===== src/rtl/frame_grabber_pkg.sv =====
// Shared types and constants for the frame grabber: FSM encoding, source-select
// codes, start-of-frame defaults and the decimation shift helper.
package frame_grabber_pkg;

   localparam int COORD_W     = 13;
   localparam int FRAME_CNT_W = 16;

   localparam int SOF_X_DEF = 143;
   localparam int SOF_Y_DEF = 34;

   typedef enum logic [1:0] {
      ST_IDLE    = 2'd0,
      ST_SKIP    = 2'd1,
      ST_CAPTURE = 2'd2,
      ST_DONE    = 2'd3
   } state_t;

   typedef enum logic [1:0] {
      MODE_RED   = 2'd0,
      MODE_GREEN = 2'd1,
      MODE_BLUE  = 2'd2,
      MODE_LUMA  = 2'd3
   } mode_t;

   // DECIM is restricted to 1, 2 or 4, so the divide reduces to a shift.
   function automatic int decim_shift(input int decim);
      if (decim >= 4) return 2;
      else if (decim >= 2) return 1;
      else return 0;
   endfunction

endpackage


===== src/rtl/grab_pixel_path.sv =====
// Window test, subsampling, source select and registered memory-write port.
// 'last' flags a qualifying pixel that lands on the final buffer address.
module grab_pixel_path
   import frame_grabber_pkg::*;
#(
   parameter int PIX_W   = 10,
   parameter int H_START = 144,
   parameter int V_START = 35,
   parameter int H_RES   = 160,
   parameter int V_RES   = 120,
   parameter int DECIM   = 1,
   parameter int ADDR_W  = 15
) (
   input  logic               clk,
   input  logic               rst,
   input  logic [PIX_W-1:0]   red,
   input  logic [PIX_W-1:0]   green,
   input  logic [PIX_W-1:0]   blue,
   input  logic [12:0]        x,
   input  logic [12:0]        y,
   input  logic               valid,
   input  logic               capture,
   input  logic [1:0]         mode,
   output logic               last,
   output logic [ADDR_W-1:0]  mem_addr,
   output logic [PIX_W-1:0]   mem_data,
   output logic               mem_we
);

   localparam int DSH       = decim_shift(DECIM);
   localparam int COLS      = H_RES / DECIM;
   localparam int ROWS      = V_RES / DECIM;
   localparam int PRODUCT_W = 2 * COORD_W;

   localparam logic [COORD_W-1:0]   X_LO     = COORD_W'(H_START);
   localparam logic [COORD_W-1:0]   X_HI     = COORD_W'(H_START + H_RES);
   localparam logic [COORD_W-1:0]   Y_LO     = COORD_W'(V_START);
   localparam logic [COORD_W-1:0]   Y_HI     = COORD_W'(V_START + V_RES);
   localparam logic [COORD_W-1:0]   SUB_MASK = COORD_W'(DECIM - 1);
   localparam logic [PRODUCT_W-1:0] COLS_W   = PRODUCT_W'(COLS);
   localparam logic [PRODUCT_W-1:0] LAST_LIN = PRODUCT_W'(COLS * ROWS - 1);

   logic [COORD_W-1:0]   dx;
   logic [COORD_W-1:0]   dy;
   logic                 in_win;
   logic                 on_grid;
   logic                 store;
   logic [PRODUCT_W-1:0] lin;
   logic [PIX_W+1:0]     luma_sum;
   logic [PIX_W-1:0]     pix_sel;

   logic [ADDR_W-1:0] addr_d, addr_q;
   logic [PIX_W-1:0]  data_d, data_q;
   logic              we_d, we_q;

   always_comb begin
      dx      = x - X_LO;
      dy      = y - Y_LO;
      in_win  = (x >= X_LO) && (x < X_HI) && (y >= Y_LO) && (y < Y_HI);
      on_grid = ((dx & SUB_MASK) == '0) && ((dy & SUB_MASK) == '0);
      store   = capture && valid && in_win && on_grid;
      lin     = PRODUCT_W'(dy >> DSH) * COLS_W + PRODUCT_W'(dx >> DSH);
      last    = store && (lin == LAST_LIN);
   end

   // Two extra bits hold 4*max, so the shifted luma always fits PIX_W.
   always_comb begin
      luma_sum = {2'b00, red} + {1'b0, green, 1'b0} + {2'b00, blue};
      pix_sel  = '0;
      case (mode_t'(mode))
         MODE_RED:   pix_sel = red;
         MODE_GREEN: pix_sel = green;
         MODE_BLUE:  pix_sel = blue;
         MODE_LUMA:  pix_sel = luma_sum[PIX_W+1:2];
         default:    pix_sel = red;
      endcase
   end

   always_comb begin
      addr_d = addr_q;
      data_d = data_q;
      we_d   = store;
      if (store) begin
         addr_d = lin[ADDR_W-1:0];
         data_d = pix_sel;
      end
   end

   always_ff @(posedge clk or posedge rst) begin
      if (rst) begin
         addr_q <= '0;
         data_q <= '0;
         we_q   <= 1'b0;
      end else begin
         addr_q <= addr_d;
         data_q <= data_d;
         we_q   <= we_d;
      end
   end

   assign mem_addr = addr_q;
   assign mem_data = data_q;
   assign mem_we   = we_q;

endmodule


===== src/rtl/frame_grabber.sv =====
// Single-frame grabber: after arm, skip a number of frames, then store one
// subsampled window of the selected channel or luma into an external buffer.
//
//   state      | meaning
//   -----------+-----------------------------------------------------------
//   ST_IDLE    | waiting for iArm; mode latched on arm
//   ST_SKIP    | counting start-of-frame markers until SKIP_FRAMES reached
//   ST_CAPTURE | storing window pixels; camera held via oStopCapture
//   ST_DONE    | single-cycle completion pulse, then back to idle
module frame_grabber
   import frame_grabber_pkg::*;
#(
   parameter int PIX_W       = 10,
   parameter int H_START     = 144,
   parameter int V_START     = 35,
   parameter int H_RES       = 160,
   parameter int V_RES       = 120,
   parameter int DECIM       = 1,
   parameter int SKIP_FRAMES = 300,
   parameter int SOF_X       = SOF_X_DEF,
   parameter int SOF_Y       = SOF_Y_DEF,
   parameter int ADDR_W      = 15
) (
   input  logic               iCLK,
   input  logic               iRST,
   input  logic [PIX_W-1:0]   iRed,
   input  logic [PIX_W-1:0]   iGreen,
   input  logic [PIX_W-1:0]   iBlue,
   input  logic [12:0]        iX,
   input  logic [12:0]        iY,
   input  logic               iValid,
   input  logic               iArm,
   input  logic [1:0]         iMode,
   output logic [ADDR_W-1:0]  oMemAddr,
   output logic [PIX_W-1:0]   oMemData,
   output logic               oMemWE,
   output logic               oBusy,
   output logic               oStopCapture,
   output logic               oDone
);

   localparam logic [COORD_W-1:0]     SOF_XC      = COORD_W'(SOF_X);
   localparam logic [COORD_W-1:0]     SOF_YC      = COORD_W'(SOF_Y);
   localparam logic [FRAME_CNT_W-1:0] SKIP_TARGET = FRAME_CNT_W'(SKIP_FRAMES);

   state_t                 state_d, state_q;
   logic [FRAME_CNT_W-1:0] frame_cnt_d, frame_cnt_q;
   logic [1:0]             mode_d, mode_q;
   logic [FRAME_CNT_W-1:0] frame_inc;
   logic                   sof;
   logic                   last_px;
   logic                   capture;

   assign sof     = iValid && (iX == SOF_XC) && (iY == SOF_YC);
   assign capture = (state_q == ST_CAPTURE);

   always_ff @(posedge iCLK or posedge iRST) begin
      if (iRST) begin
         state_q     <= ST_IDLE;
         frame_cnt_q <= '0;
         mode_q      <= 2'd0;
      end else begin
         state_q     <= state_d;
         frame_cnt_q <= frame_cnt_d;
         mode_q      <= mode_d;
      end
   end

   // Completion by last write wins over a coincident SOF; both lead to DONE.
   always_comb begin
      state_d     = state_q;
      frame_cnt_d = frame_cnt_q;
      mode_d      = mode_q;
      frame_inc   = frame_cnt_q + 16'd1;
      case (state_q)
         ST_IDLE: begin
            if (iArm) begin
               state_d     = ST_SKIP;
               mode_d      = iMode;
               frame_cnt_d = '0;
            end
         end
         ST_SKIP: begin
            if (sof) begin
               frame_cnt_d = frame_inc;
               if (frame_inc >= SKIP_TARGET) state_d = ST_CAPTURE;
            end
         end
         ST_CAPTURE: begin
            if (last_px || sof) state_d = ST_DONE;
         end
         ST_DONE: state_d = ST_IDLE;
         default: state_d = ST_IDLE;
      endcase
   end

   always_comb begin
      oBusy        = 1'b0;
      oStopCapture = 1'b0;
      oDone        = 1'b0;
      case (state_q)
         ST_IDLE:    ;
         ST_SKIP:    oBusy = 1'b1;
         ST_CAPTURE: begin
            oBusy        = 1'b1;
            oStopCapture = 1'b1;
         end
         ST_DONE: begin
            oBusy = 1'b1;
            oDone = 1'b1;
         end
         default:    ;
      endcase
   end

   grab_pixel_path #(
      .PIX_W   (PIX_W),
      .H_START (H_START),
      .V_START (V_START),
      .H_RES   (H_RES),
      .V_RES   (V_RES),
      .DECIM   (DECIM),
      .ADDR_W  (ADDR_W)
   ) u_path (
      .clk      (iCLK),
      .rst      (iRST),
      .red      (iRed),
      .green    (iGreen),
      .blue     (iBlue),
      .x        (iX),
      .y        (iY),
      .valid    (iValid),
      .capture  (capture),
      .mode     (mode_q),
      .last     (last_px),
      .mem_addr (oMemAddr),
      .mem_data (oMemData),
      .mem_we   (oMemWE)
   );

endmodule


===== config.mk =====
export PLATFORM = sky130hd
export DESIGN_NAME = frame_grabber
export DESIGN_NICKNAME = d
export VERILOG_FILES = /design/src/rtl/frame_grabber_pkg.sv /design/src/rtl/grab_pixel_path.sv /design/src/rtl/frame_grabber.sv
export SDC_FILE = /design/constraint.sdc
export NUM_CORES = 1
export LEC_CHECK = 0
export CAP_MARGIN = 20
export CORE_ASPECT_RATIO = 1.1
export CORE_MARGIN = 2
export CORE_UTILIZATION = 58
export CTS_CLUSTER_SIZE = 40
export DETAILED_ROUTE_END_ITERATION = 8
export GPL_TIMING_DRIVEN = 0
export PLACE_DENSITY_LB_ADDON = 0.05
export RECOVER_POWER = 50
export SYNTH_ARGS = -nofsm -noshare
export SYNTH_HDL_FRONTEND = slang
export SYNTH_HIERARCHICAL = 1
export SYNTH_SLANG_ARGS = --single-unit

===== constraint.sdc =====
create_clock -name iCLK -period 6.8 [get_ports iCLK]
set_input_delay 2.04 -clock iCLK [delete_from_list [all_inputs] [get_ports iCLK]]
set_output_delay 2.04 -clock iCLK [all_outputs]
set_load 0.02 [all_outputs]

==> metrics.cfg <==
[cells_and_area]
layout.nets=797
design_area_um2=6370
fin_cells=792
final_util=0.762
antenna_cells=0
drive_gt1_frac=0.145
syn_to_final_growth_pct=27.5

[run]
cap_violations=0

[timing]
tightest_slew_ns=1.24
fmax_mhz=149
finalSetupTns_ns=0
setup_viol=0
fin_crit_sh=0.984
worst_hold_slack_ns=0.471
finalCriticalPeriod_ns=6.69
worst_slack_ns=0.109
slew_headroom=0.174
finalClockSkew_ns=0.0105
hold_viol=0
slew_violations=0

[die]
std_cell_rows=35
num_io_pins=91
start_util=0.597
die_area_um2=9370
die_x_um=92.5
core_area_um2=8360
die_h_um=101

[routing]
routedWlPerCell_um=17.5
ant_nets=0
wl_um=13900
drc=0
drt-initial-drc-count=325
vias=4838
drt_first_pass_iters=5
via_per_inst=6.11

[yosys]
synth_edf_count=0
synth_area_leader_cell=dfrtp_1
ys_types=79
postSynthAreaPerCell_um2=8.76
synth_flop_cell=dfrtp_1
yosysTopAreaCellShare=0.230
syn_nets=687
synth_area_leaders=dfrtp_1 23%, ha_1 11%, nand2_1 6.7%
synthTopCellsByCount=89 x nand2_1, 46 x dfrtp_1, 43 x ha_1
netlist_instances=570
synth_seq_cells=46
yosysMostFrequentCell=nand2_1
synth_area_um2=5000
ys_seq_area_frac=0.230
yosys_warnings=6
async_flop_share=1.00

[clock_network]
cts_sinks=46
clk_pin_slew_ns=0.09
clockBufferDepth=2
numCtsBuffers=5
cts.htree.levels=2
hold_buffers=0
insertion_delay_ns=0.30
root_buffer=clkbuf_8
cts_tree=yes

[setup_path]
cp_common_cell=a21oi_1
worstPathCellList=clkdlybuf4s50_1 > nor2_2 > nand2_2 > nor3b_1 > a21oi_1 > xnor2_1 > ha_1 > a21oi_1 > o211ai_1 > a41oi_1 > xnor2_1 > nand2_1 > or4_1 > a2111oi_4 > inv_1 > a21oi_1 > o21ai_2 > a41oi_2 > mux2_1
worst-path-max-fanout=6
critPathArrivalTime_ns=6.88
cp_num_buf_inv=2
critPathCaptureType=flop
cp_slowest_cell=clkdlybuf4s50_1
cpLargestDelayFamily=compound AO/OA/AOI/OAI gates
worst-setup-path-type=input port to flop
worstPathRequired_ns=6.99
setup.worst_path.start_class=input port
max_stage_delay_ns=0.53

[placement]
gp_congestion=0.921
place_worst_setup_slack_ns=-1.41
dp_hpwl_um=10600
numPortBuffers=90
post_dp_cell_area_um2=6040
dp_cells=771

[global_route]
grt_pass1_vias=4573
grt_max_degree=27
grt_pass1_wl_um=21800
grt_use_total=0.286
antenna_found_initial=0
overflow=0

[outcome]
status=finished clean

[power]
p_leak_nw=2.81
power_density_nw_per_um2=157
max-vdd-ir-drop_mv=0.193
p_total_mw=0.998

[min_path]
worst_hold_path_type=flop to flop

==> path summary, 6_finish.rpt <==
path / from / endpoint / slack [ns] / depth (start not counted)
worst max register to register: state_q[0]$_DFFE_PP0P_ / state_q[1]$_DFFE_PP0P_ / 3.10 / 14
min in group asynchronous: iRST / u_path/mem_data[3]$_DFFE_PP0P_ / 2.08 / 2
max in group asynchronous: iRST / u_path/mem_addr[5]$_DFFE_PP0P_ / 3.34 / 3
worst max-delay path: iY[6] / state_q[1]$_DFFE_PP0P_ / 0.11 / 19
worst min-delay path: u_path/mem_addr[1]$_DFFE_PP0P_ / u_path/mem_addr[1]$_DFFE_PP0P_ / 0.47 / 2
worst min register to register: u_path/mem_addr[1]$_DFFE_PP0P_ / u_path/mem_addr[1]$_DFFE_PP0P_ / 0.47 / 2
==> layer usage <==
layer  track usage  vias to the layer above  wire, um
met4        0.0608                        0       252
met3        0.0283                       25       684
met1         0.374                     2358      5770
met2         0.519                      144      7150
li1              -                     2311         -
met5             0                        -         0
==> cells by family (layout without fill, tap and decap cells) <==
family / Yosys count / in the layout / share of synthesized area
muxes: 17 / 17 / 0.0556
DFF: 46 / 46 / 0.230
adders and majority gates: 55 / 55 / 0.156
and+or+nand+nor: 225 / 225 / 0.246
xor gates and xnor gates: 45 / 45 / 0.0789
buffers and inverters: 44 / 155 / 0.0398
AOI/OAI and AO/OA: 138 / 138 / 0.193
==> layout by cell type, fill, tap and decap left out, drive strengths merged, types with 4 or more instances in the layout <==
master and instances:
a21o 8, o21ai 43, dfrtp 46, xnor2 27, buf 22, a21oi 22, ha 43, xor2 18
nand3 10, o2111ai 5, nand2b 7, or2 6, a31oi 4, or3 6, nor3 12, a211o 4
mux2 6, or4 4, clkdlybuf4s50 70, a211oi 4, nor2 41, nand4 14, and2 4, a2111oi 6
nor4 9, inv 26, mux4 8, o31ai 10, nand2 90, o211ai 8, fa 12, dlygate4sd3 14
clkbuf 19
==> sequential cells by signal (all words and copies together), names as in the netlist <==
name,flops
frame_cnt_q,16
u_path/mem_addr,15
u_path/mem_data,10
state_q,2
mode_q,2
u_path/mem_we,1
==> where the power goes <==
part | internal (mW) | leakage [nW] | switching (mW)
combinational | 0.250 | 2.13 | 0.307
sequential | 0.273 | 0.638 | 0.0000000110
clock | 0.0727 | 0.0452 | 0.0951
total | 0.596 | 2.81 | 0.402
==> tightest hold or removal path, stage by stage (launching register included) <==
cell	delay, ns
dfrtp_1	0.34
nand2_1	0.05
nand2_1	0.05
==> cell type report <==
type / instances / area (um^2)
Multi-Input combinational cell: 480 / 3820
Clock inverter: 2 / 13.8
Sequential cell: 46 / 1150
Inverter: 27 / 106
Timing Repair Buffer: 104 / 980
Clock buffer: 6 / 72.6
Tap cell: 111 / 139
Buffer: 16 / 88.8
Fill cell: 634 / 1990
==> repair_timing <==
| action | 4_1_cts | 5_1_grt |
|---|---|---|
| resized for setup | 22 | 29 |
| buffers inserted | 5 | 8 |
| endpoints found under the setup margin | 2 | 2 |
| pin swaps | 5 | 10 |
Power figures use the tool's default switching activity.
